--- src/rtl/main_fsm_if.sv ---
// rtl/main_fsm_if.sv - control bundle between main_fsm and the datapath/condition logic
interface main_fsm_if;
  // Instruction fields and memory handshake seen by the FSM
  logic [1:0] Op;
  logic [5:0] Funct;
  logic       MemReady;

  // Raw strobes and datapath selects produced by the FSM
  logic       IRWrite;
  logic       AdrSrc;
  logic [1:0] ALUSrcA;
  logic [1:0] ALUSrcB;
  logic [1:0] ResultSrc;
  logic       NextPC;
  logic       RegW;
  logic       MemW;
  logic       Branch;
  logic       ALUOp;
  logic       InstrDone;
  logic       UndefTrap;

  // The FSM side: consumes instruction fields, drives control
  modport master (
    input  Op, Funct, MemReady,
    output IRWrite, AdrSrc, ALUSrcA, ALUSrcB, ResultSrc,
    output NextPC, RegW, MemW, Branch, ALUOp, InstrDone, UndefTrap
  );

  // The datapath/controller side: supplies fields, consumes control
  modport slave (
    output Op, Funct, MemReady,
    input  IRWrite, AdrSrc, ALUSrcA, ALUSrcB, ResultSrc,
    input  NextPC, RegW, MemW, Branch, ALUOp, InstrDone, UndefTrap
  );
endinterface

--- src/rtl/main_fsm.sv ---
// rtl/main_fsm.sv - multicycle main control FSM (fetch/decode/execute/writeback); optional MAIN_FSM_UNDEF_TRAP_EN
module main_fsm #(
  parameter int STATE_W = 4
) (
  input  logic       clk,
  input  logic       reset,
  main_fsm_if.master bus
);

  typedef enum logic [STATE_W-1:0] {
    S_FETCH    = STATE_W'(0),
    S_DECODE   = STATE_W'(1),
    S_MEMADR   = STATE_W'(2),
    S_MEMREAD  = STATE_W'(3),
    S_MEMWB    = STATE_W'(4),
    S_MEMWRITE = STATE_W'(5),
    S_EXECUTER = STATE_W'(6),
    S_EXECUTEI = STATE_W'(7),
    S_ALUWB    = STATE_W'(8),
`ifdef MAIN_FSM_UNDEF_TRAP_EN
    S_BRANCH   = STATE_W'(9),
    S_UNDEF    = STATE_W'(10)
`else
    S_BRANCH   = STATE_W'(9)
`endif
  } state_t;

  localparam logic [1:0] OP_DP  = 2'b00;
  localparam logic [1:0] OP_MEM = 2'b01;
  localparam logic [1:0] OP_BR  = 2'b10;

  state_t     r_state;
  state_t     w_next;

  logic       w_irwrite;
  logic       w_adrsrc;
  logic [1:0] w_alusrca;
  logic [1:0] w_alusrcb;
  logic [1:0] w_resultsrc;
  logic       w_nextpc;
  logic       w_regw;
  logic       w_memw;
  logic       w_branch;
  logic       w_aluop;
  logic       w_instrdone;
  logic       w_undeftrap;

  // Only I and L are decoded here; the remaining funct bits belong to the ALU decoder
  logic       w_unused_funct;
  assign w_unused_funct = ^bus.Funct[4:1];

  // State register: asynchronous return to FETCH whenever reset is low
  always_ff @(posedge clk or negedge reset) begin
    if (!reset) begin
      r_state <= S_FETCH;
    end else begin
      r_state <= w_next;
    end
  end

  // Next-state and Moore output decode; unlisted selects stay at 0
  always_comb begin
    w_next      = S_FETCH;
    w_irwrite   = 1'b0;
    w_adrsrc    = 1'b0;
    w_alusrca   = 2'b00;
    w_alusrcb   = 2'b00;
    w_resultsrc = 2'b00;
    w_nextpc    = 1'b0;
    w_regw      = 1'b0;
    w_memw      = 1'b0;
    w_branch    = 1'b0;
    w_aluop     = 1'b0;
    w_instrdone = 1'b0;

    case (r_state)
      S_FETCH: begin
        // PC+4 computed while the instruction is read from PC
        w_alusrca   = 2'b01;
        w_alusrcb   = 2'b10;
        w_resultsrc = 2'b10;
        w_irwrite   = bus.MemReady;
        w_nextpc    = bus.MemReady;
        w_next      = bus.MemReady ? S_DECODE : S_FETCH;
      end

      S_DECODE: begin
        // Second PC+4 gives the PC+8 value read as R15
        w_alusrca   = 2'b01;
        w_alusrcb   = 2'b10;
        w_resultsrc = 2'b10;
        case (bus.Op)
          OP_DP:   w_next = bus.Funct[5] ? S_EXECUTEI : S_EXECUTER;
          OP_MEM:  w_next = S_MEMADR;
          OP_BR:   w_next = S_BRANCH;
`ifdef MAIN_FSM_UNDEF_TRAP_EN
          default: w_next = S_UNDEF;
`else
          default: w_next = S_FETCH;
`endif
        endcase
      end

      S_MEMADR: begin
        // Base register plus extended offset forms the memory address
        w_alusrca = 2'b00;
        w_alusrcb = 2'b01;
        w_next    = bus.Funct[0] ? S_MEMREAD : S_MEMWRITE;
      end

      S_MEMREAD: begin
        w_adrsrc    = 1'b1;
        w_resultsrc = 2'b00;
        w_next      = bus.MemReady ? S_MEMWB : S_MEMREAD;
      end

      S_MEMWB: begin
        w_resultsrc = 2'b01;
        w_regw      = 1'b1;
        w_instrdone = 1'b1;
        w_next      = S_FETCH;
      end

      S_MEMWRITE: begin
        // The write strobe is only issued in the cycle memory accepts it
        w_adrsrc    = 1'b1;
        w_resultsrc = 2'b00;
        w_memw      = bus.MemReady;
        w_instrdone = bus.MemReady;
        w_next      = bus.MemReady ? S_FETCH : S_MEMWRITE;
      end

      S_EXECUTER: begin
        w_alusrca = 2'b00;
        w_alusrcb = 2'b00;
        w_aluop   = 1'b1;
        w_next    = S_ALUWB;
      end

      S_EXECUTEI: begin
        w_alusrca = 2'b00;
        w_alusrcb = 2'b01;
        w_aluop   = 1'b1;
        w_next    = S_ALUWB;
      end

      S_ALUWB: begin
        w_resultsrc = 2'b00;
        w_regw      = 1'b1;
        w_instrdone = 1'b1;
        w_next      = S_FETCH;
      end

      S_BRANCH: begin
        // Target = ALUOut (PC+8) + offset, forwarded straight to the PC
        w_alusrca   = 2'b10;
        w_alusrcb   = 2'b01;
        w_resultsrc = 2'b10;
        w_branch    = 1'b1;
        w_instrdone = 1'b1;
        w_next      = S_FETCH;
      end

`ifdef MAIN_FSM_UNDEF_TRAP_EN
      S_UNDEF: begin
        // Parked with all strobes low until reset
        w_next = S_UNDEF;
      end
`endif

      default: begin
        // Stray encodings recover to FETCH with everything low
        w_next = S_FETCH;
      end
    endcase
  end

`ifdef MAIN_FSM_UNDEF_TRAP_EN
  logic r_undef_trap;

  // Sticky trap flag, set on entry to UNDEF and cleared only by reset
  always_ff @(posedge clk or negedge reset) begin
    if (!reset) begin
      r_undef_trap <= 1'b0;
    end else if (w_next == S_UNDEF) begin
      r_undef_trap <= 1'b1;
    end
  end

  assign w_undeftrap = r_undef_trap;
`else
  assign w_undeftrap = 1'b0;
`endif

  // All outputs are held low combinationally while reset is asserted
  assign bus.IRWrite   = reset & w_irwrite;
  assign bus.AdrSrc    = reset & w_adrsrc;
  assign bus.ALUSrcA   = reset ? w_alusrca   : 2'b00;
  assign bus.ALUSrcB   = reset ? w_alusrcb   : 2'b00;
  assign bus.ResultSrc = reset ? w_resultsrc : 2'b00;
  assign bus.NextPC    = reset & w_nextpc;
  assign bus.RegW      = reset & w_regw;
  assign bus.MemW      = reset & w_memw;
  assign bus.Branch    = reset & w_branch;
  assign bus.ALUOp     = reset & w_aluop;
  assign bus.InstrDone = reset & w_instrdone;
  assign bus.UndefTrap = reset & w_undeftrap;

endmodule

--- src/flat_wrapper.sv ---
// flat-port wrapper written by rule: the top's interface ports become plain ports
module main_fsm_flat 
#(
  parameter int STATE_W = 4
)
  (clk, reset, bus_Op, bus_Funct, bus_MemReady, bus_IRWrite, bus_AdrSrc, bus_ALUSrcA, bus_ALUSrcB, bus_ResultSrc, bus_NextPC, bus_RegW, bus_MemW, bus_Branch, bus_ALUOp, bus_InstrDone, bus_UndefTrap);
  main_fsm_if bus_i ();
  input  logic clk;
  input  logic reset;
  input wire logic [$bits(bus_i.Op)-1:0] bus_Op;
  input wire logic [$bits(bus_i.Funct)-1:0] bus_Funct;
  input wire logic [$bits(bus_i.MemReady)-1:0] bus_MemReady;
  output wire logic [$bits(bus_i.IRWrite)-1:0] bus_IRWrite;
  output wire logic [$bits(bus_i.AdrSrc)-1:0] bus_AdrSrc;
  output wire logic [$bits(bus_i.ALUSrcA)-1:0] bus_ALUSrcA;
  output wire logic [$bits(bus_i.ALUSrcB)-1:0] bus_ALUSrcB;
  output wire logic [$bits(bus_i.ResultSrc)-1:0] bus_ResultSrc;
  output wire logic [$bits(bus_i.NextPC)-1:0] bus_NextPC;
  output wire logic [$bits(bus_i.RegW)-1:0] bus_RegW;
  output wire logic [$bits(bus_i.MemW)-1:0] bus_MemW;
  output wire logic [$bits(bus_i.Branch)-1:0] bus_Branch;
  output wire logic [$bits(bus_i.ALUOp)-1:0] bus_ALUOp;
  output wire logic [$bits(bus_i.InstrDone)-1:0] bus_InstrDone;
  output wire logic [$bits(bus_i.UndefTrap)-1:0] bus_UndefTrap;
  assign bus_i.Op = bus_Op;
  assign bus_i.Funct = bus_Funct;
  assign bus_i.MemReady = bus_MemReady;
  assign bus_IRWrite = bus_i.IRWrite;
  assign bus_AdrSrc = bus_i.AdrSrc;
  assign bus_ALUSrcA = bus_i.ALUSrcA;
  assign bus_ALUSrcB = bus_i.ALUSrcB;
  assign bus_ResultSrc = bus_i.ResultSrc;
  assign bus_NextPC = bus_i.NextPC;
  assign bus_RegW = bus_i.RegW;
  assign bus_MemW = bus_i.MemW;
  assign bus_Branch = bus_i.Branch;
  assign bus_ALUOp = bus_i.ALUOp;
  assign bus_InstrDone = bus_i.InstrDone;
  assign bus_UndefTrap = bus_i.UndefTrap;
  main_fsm #(.STATE_W(STATE_W)) u_core (.clk(clk), .reset(reset), .bus(bus_i));
endmodule
--- config.mk ---
export PLATFORM = sky130hd
export DESIGN_NAME = main_fsm_flat
export DESIGN_NICKNAME = d
export VERILOG_FILES = /design/src/rtl/main_fsm_if.sv /design/src/rtl/main_fsm.sv /design/src/flat_wrapper.sv
export SDC_FILE = /design/constraint.sdc
export NUM_CORES = 1
export LEC_CHECK = 0
export CAP_MARGIN = 10
export CORE_AREA = 2 2 39 41
export CTS_CLUSTER_DIAMETER = 120
export DETAILED_ROUTE_END_ITERATION = 8
export DIE_AREA = 0 0 41 43
export PLACE_DENSITY_LB_ADDON = 0.3
export SYNTH_ARGS = -nofsm -noshare
export SYNTH_HDL_FRONTEND = slang
export SYNTH_SLANG_ARGS = --single-unit
--- constraint.sdc ---
create_clock -name clk -period 3.42 [get_ports clk]
set_clock_uncertainty 0.1 [all_clocks]
set_input_delay 1.026 -clock clk [delete_from_list [all_inputs] [get_ports clk]]
set_output_delay 1.026 -clock clk [all_outputs]
set_load 0.005 [all_outputs]
[Yosys cells after proc, flatten, opt, wreduce, memory -nomap -nowiden]
Cells that the tools add are included.
W data, S select, Z words.
Cells by class
  eq/ne operators: 11
  mux-type cells: 20
  bitwise logic cells: 7
  reduce and logical (&&, ||, !) cells: 9
Operator list (count)
  $pmux W4 S6: 1
  $eq A4 B3 Y1 const B: 4
  $pmux W2 S2: 3
  $pmux W4 S3: 1
  $mux W3: 3
  $reduce_or A3 Y1: 3
  $eq A4 B2 Y1 const B: 2
  $eq A4 B4 Y1 const B: 2
  $mux W1: 8
  $reduce_or A2 Y1: 4
  $and A1 B1 Y1: 7
  $mux W2: 3
  $eq A4 B1 Y1 const B: 1
  $logic_not A4 Y1: 1
  $eq A2 B1 Y1 const B: 1
  $eq A2 B2 Y1 const B: 1
  $logic_not A2 Y1: 1
  $pmux W1 S2: 1
Word-level totals
  flip-flop bits (word level): 4
  output and inout bits: 15
  word-level logic and storage cells: 48

[Longest topological paths before layout]
  depth after elaboration: 4
  mapped depth: 5
  gate-level depth less buffers: 3

[Least setup slack after synthesis]
No wires, ideal clock.
  kind: input-to-output
  start: in reset
  end: out bus_NextPC
  data arrival time: 1.687 ns
  required time: 2.294 ns
  path slack: 0.607 ns
  cell stages on the path: 3
  path buffers: 1
  path through: nand2b_1 nor4b_1 buf_4
On the way
  longest elaborated chain between the ends: 1
RTL lines
  start: declaration: line flat_wrapper.sv:9  | input logic reset;
  $and A1 B1 Y1
  end: declaration: line flat_wrapper.sv:18  | output wire logic [$bits(bus_i.NextPC)-1:0] bus_NextPC;
Every way passes these cells.

[Worst setup path after layout]
  start: in reset
  end: out bus_InstrDone
On the way
  longest elaborated chain between the ends: 1
RTL lines
  $and A1 B1 Y1: line main_fsm.sv:206  | assign bus.InstrDone = reset & w_instrdone;
  end: declaration: line flat_wrapper.sv:23  | output wire logic [$bits(bus_i.InstrDone)-1:0] bus_InstrDone;
Every way passes these cells.

==> flow_summary.ini <==
[clock_tree]
ctsHtreeMaxLevel = 1
clk_pin_slew_ns = 0.03
clk_path_buf_depth = 2
cts_num_sinks = 4
cts_buffers = 3
cts_tree = built
cts-root-buf = clkbuf_4
hold_buffers = 0
insertion_delay_ns = 0.23

[route]
drc = 0
postRouteAntennaNets = 0
avgViaCountPerCell = 4.857
wirelength_um = 999
num_vias = 442
avgRoutedWirePerCell_um = 10.98
firstDrtPassIters = 4
drtIter0Drc = 7

[synth]
netlist.area_leader.share = 0.2292
synth-compound-area-share = 0.1691
ys_seq_elements = 4
ys_top_cells_by_area = dfrtp_1 (23%), buf_6 (7.7%), nor3_1 (6.9%)
synth_area_um2 = 436.7
yosys.area_share.simple = 0.3868
avgSynthCellArea_um2 = 8.239
synth_nets = 64
synth-adder-area-share = 0
synthFlopType = dfrtp_1
synth_top_family_by_area = simple AND/OR/NAND/NOR gates
ys_seq_area_frac = 0.2292
synthMuxAreaShare = 0
synth_xor_area_frac = 0.04011
synthArstFlopShare = 1.000
synth-edff-count = 0
synthCells = 53
yosysWarnings = 0
yosysTopAreaCell = dfrtp_1
yosys.cell_types.count = 28

[sta]
max_freq_mhz = 299.0
post-route-period-util = 0.9778
setup_ws_ns = 0.07588
timing.final.hold_violations = 0
min_period_ns = 3.344
tns_ns = 0
setup_viol = 0
maxSlewViolCount = 0
rsz0062_at_grt = false

[finish]
drive_above_1_share = 0.2533
num-nets-final = 88
most-common-layout-cells = clkdlybuf4s50_1 (13), buf_4 (6), nor3_1 (5)
largest_reg_flops = 4
final_common_cell = clkdlybuf4s50_1
diodes = 0
final_cells = 91
postLayoutCellArea_um2 = 699.4
largestRegisters = u_core.r_state (4)
finalCoreUtilization = 0.5054
area_growth_pct = 60.17
top_register = u_core.r_state

[setup_path]
crit_path_end_kind = primary output
reg2reg_from = u_core.r_state[1]
r2r_setup_slack_ns = 1.81
cp_max_fo = 3
arrival_ns = 2.22
crit_chain = dlygate4sd2_1 -> buf_4 -> and2_1 -> or3_1 -> dlygate4sd2_1
cp_slowest_stage_delay_ns = 0.35
crit_required_ns = 2.29
rr_worst_depth = 3
r2r-end = u_core.r_state[2]
start_kind = input pin
cpMaxStageDelayCell = or3_1
path_common_cell = dlygate4sd2_1
critPathKind = in -> out

[power_and_ir_drop]
sw_frac_of_total = 0.3994
cellPowerDensity_nw_per_um2 = 688.7
power.leakage_nw = 0.3486
internal_power_mw = 0.2893
p_sw_mw = 0.1924
clock_power_share = 0.116
ir_drop_mv = 0.3483
pwr-share-comb = 0.667
seqPwrFrac = 0.217

[job]
max_cap_violations = 0

[worst_hold_path]
min_from = u_core.r_state[1]
hold_path_class = reg -> reg
holdPathEnd = u_core.r_state[1]
holdPathStages = 2

[global_route]
first_global_vias = 360
overflow = 0
antenna_found_initial = 0
grt_pass1_wl_um = 1469
grt_usage = 0.1162
grt_max_degree = 11

[floorplanning]
rows = 14
die_area_um2 = 1763
initial_core_util = 0.3156
num_io_pins = 26
core-area_um2 = 1384
die_w_um = 41
die_h_um = 43

[placed_design]
place_congestion = 0.7560
place_area_um2 = 640.6
dp_hpwl_um = 802.3
placed_cells = 88
pre_cts_ws_ns = -0.2909
port_buffers = 20

[outcome]
status = finished, final reports clean
## layout make-up
cell class / count / area (µm²)
Clock buffer: 3 / 22.52
Fill cell: 138 / 684.4
Inverter: 3 / 11.26
Multi-Input combinational cell: 39 / 294.0
Sequential cell: 4 / 100.1
Tap cell: 16 / 20.02
Timing Repair Buffer: 26 / 251.5
## power groups by stage
| stage | sequential, mW | combinational [mW] | clock (mW) |
|---|---|---|---|
| after floorplan | 0.0795 | 0.251 | 0 |
| after global placement | 0.104 | 0.306 | 0 |
| after detailed placement | 0.104 | 0.307 | 0 |
| after CTS | 0.104 | 0.312 | 0.0587 |
| after global routing | 0.109 | 0.351 | 0.0621 |
| final | 0.104 | 0.321 | 0.0560 |
## kinds of logic after synthesis
logic type                after synthesis
DFF                                     4
AOI/OAI and AO/OA                       8
and+or+nand+nor                        28
xor gates and xnor gates                2
other                                   1
buffers and inverters                  10
## worst max-delay path: cells and delay by family
kind	cells	cell delay (ns)
buf+inv	3	0.69
simple gates	2	0.49
## per-layer routing
layer  share of wire  global-route usage
met2            0.51              0.1750
met5               0                   0
met1            0.43              0.1639
met4               0             0.04000
met3           0.055             0.01571
## worst max path at each step
stage                     cells after the start             to          from  slack [ns]
after CTS                                     3     bus_NextPC  bus_MemReady       -0.05
final                                         5  bus_InstrDone         reset        0.08
after global routing                          4       bus_RegW         reset        0.02
after floorplan                               3     bus_NextPC         reset        0.61
after global placement                        4    bus_IRWrite         reset       -0.29
after detailed placement                      4     bus_NextPC         reset       -0.29
## synth_stat cells, types with 2 or more instances
library cell / count
a21oi_1: 2
and2_1: 2
buf_4: 3
buf_6: 3
dfrtp_1: 4
inv_1: 3
nand2_1: 2
nand2b_1: 3
nor2_1: 3
nor2b_1: 2
nor3_1: 6
o221ai_2: 2
or3_1: 2
xnor2_1: 2
## through the flow
step	total power, mW	hold slack (ns)
after global routing	0.5220	0.6275
after global placement	0.4100	0.5729
after floorplan	0.3310	0.5129
after detailed placement	0.4106	0.5861
final	0.4817	0.6036
after CTS	0.4742	0.5929
## what timing repair did
| item | CTS | global route |
|---|---|---|
| setup buffers | 0 | 0 |
| gates resized for setup | 6 | 6 |
| endpoints found under the hold margin | 0 | 0 |
| endpoints found under the setup margin | 14 | 5 |
| pin swaps | 1 | 0 |
Note: power is estimated with default switching activity, not from simulation.
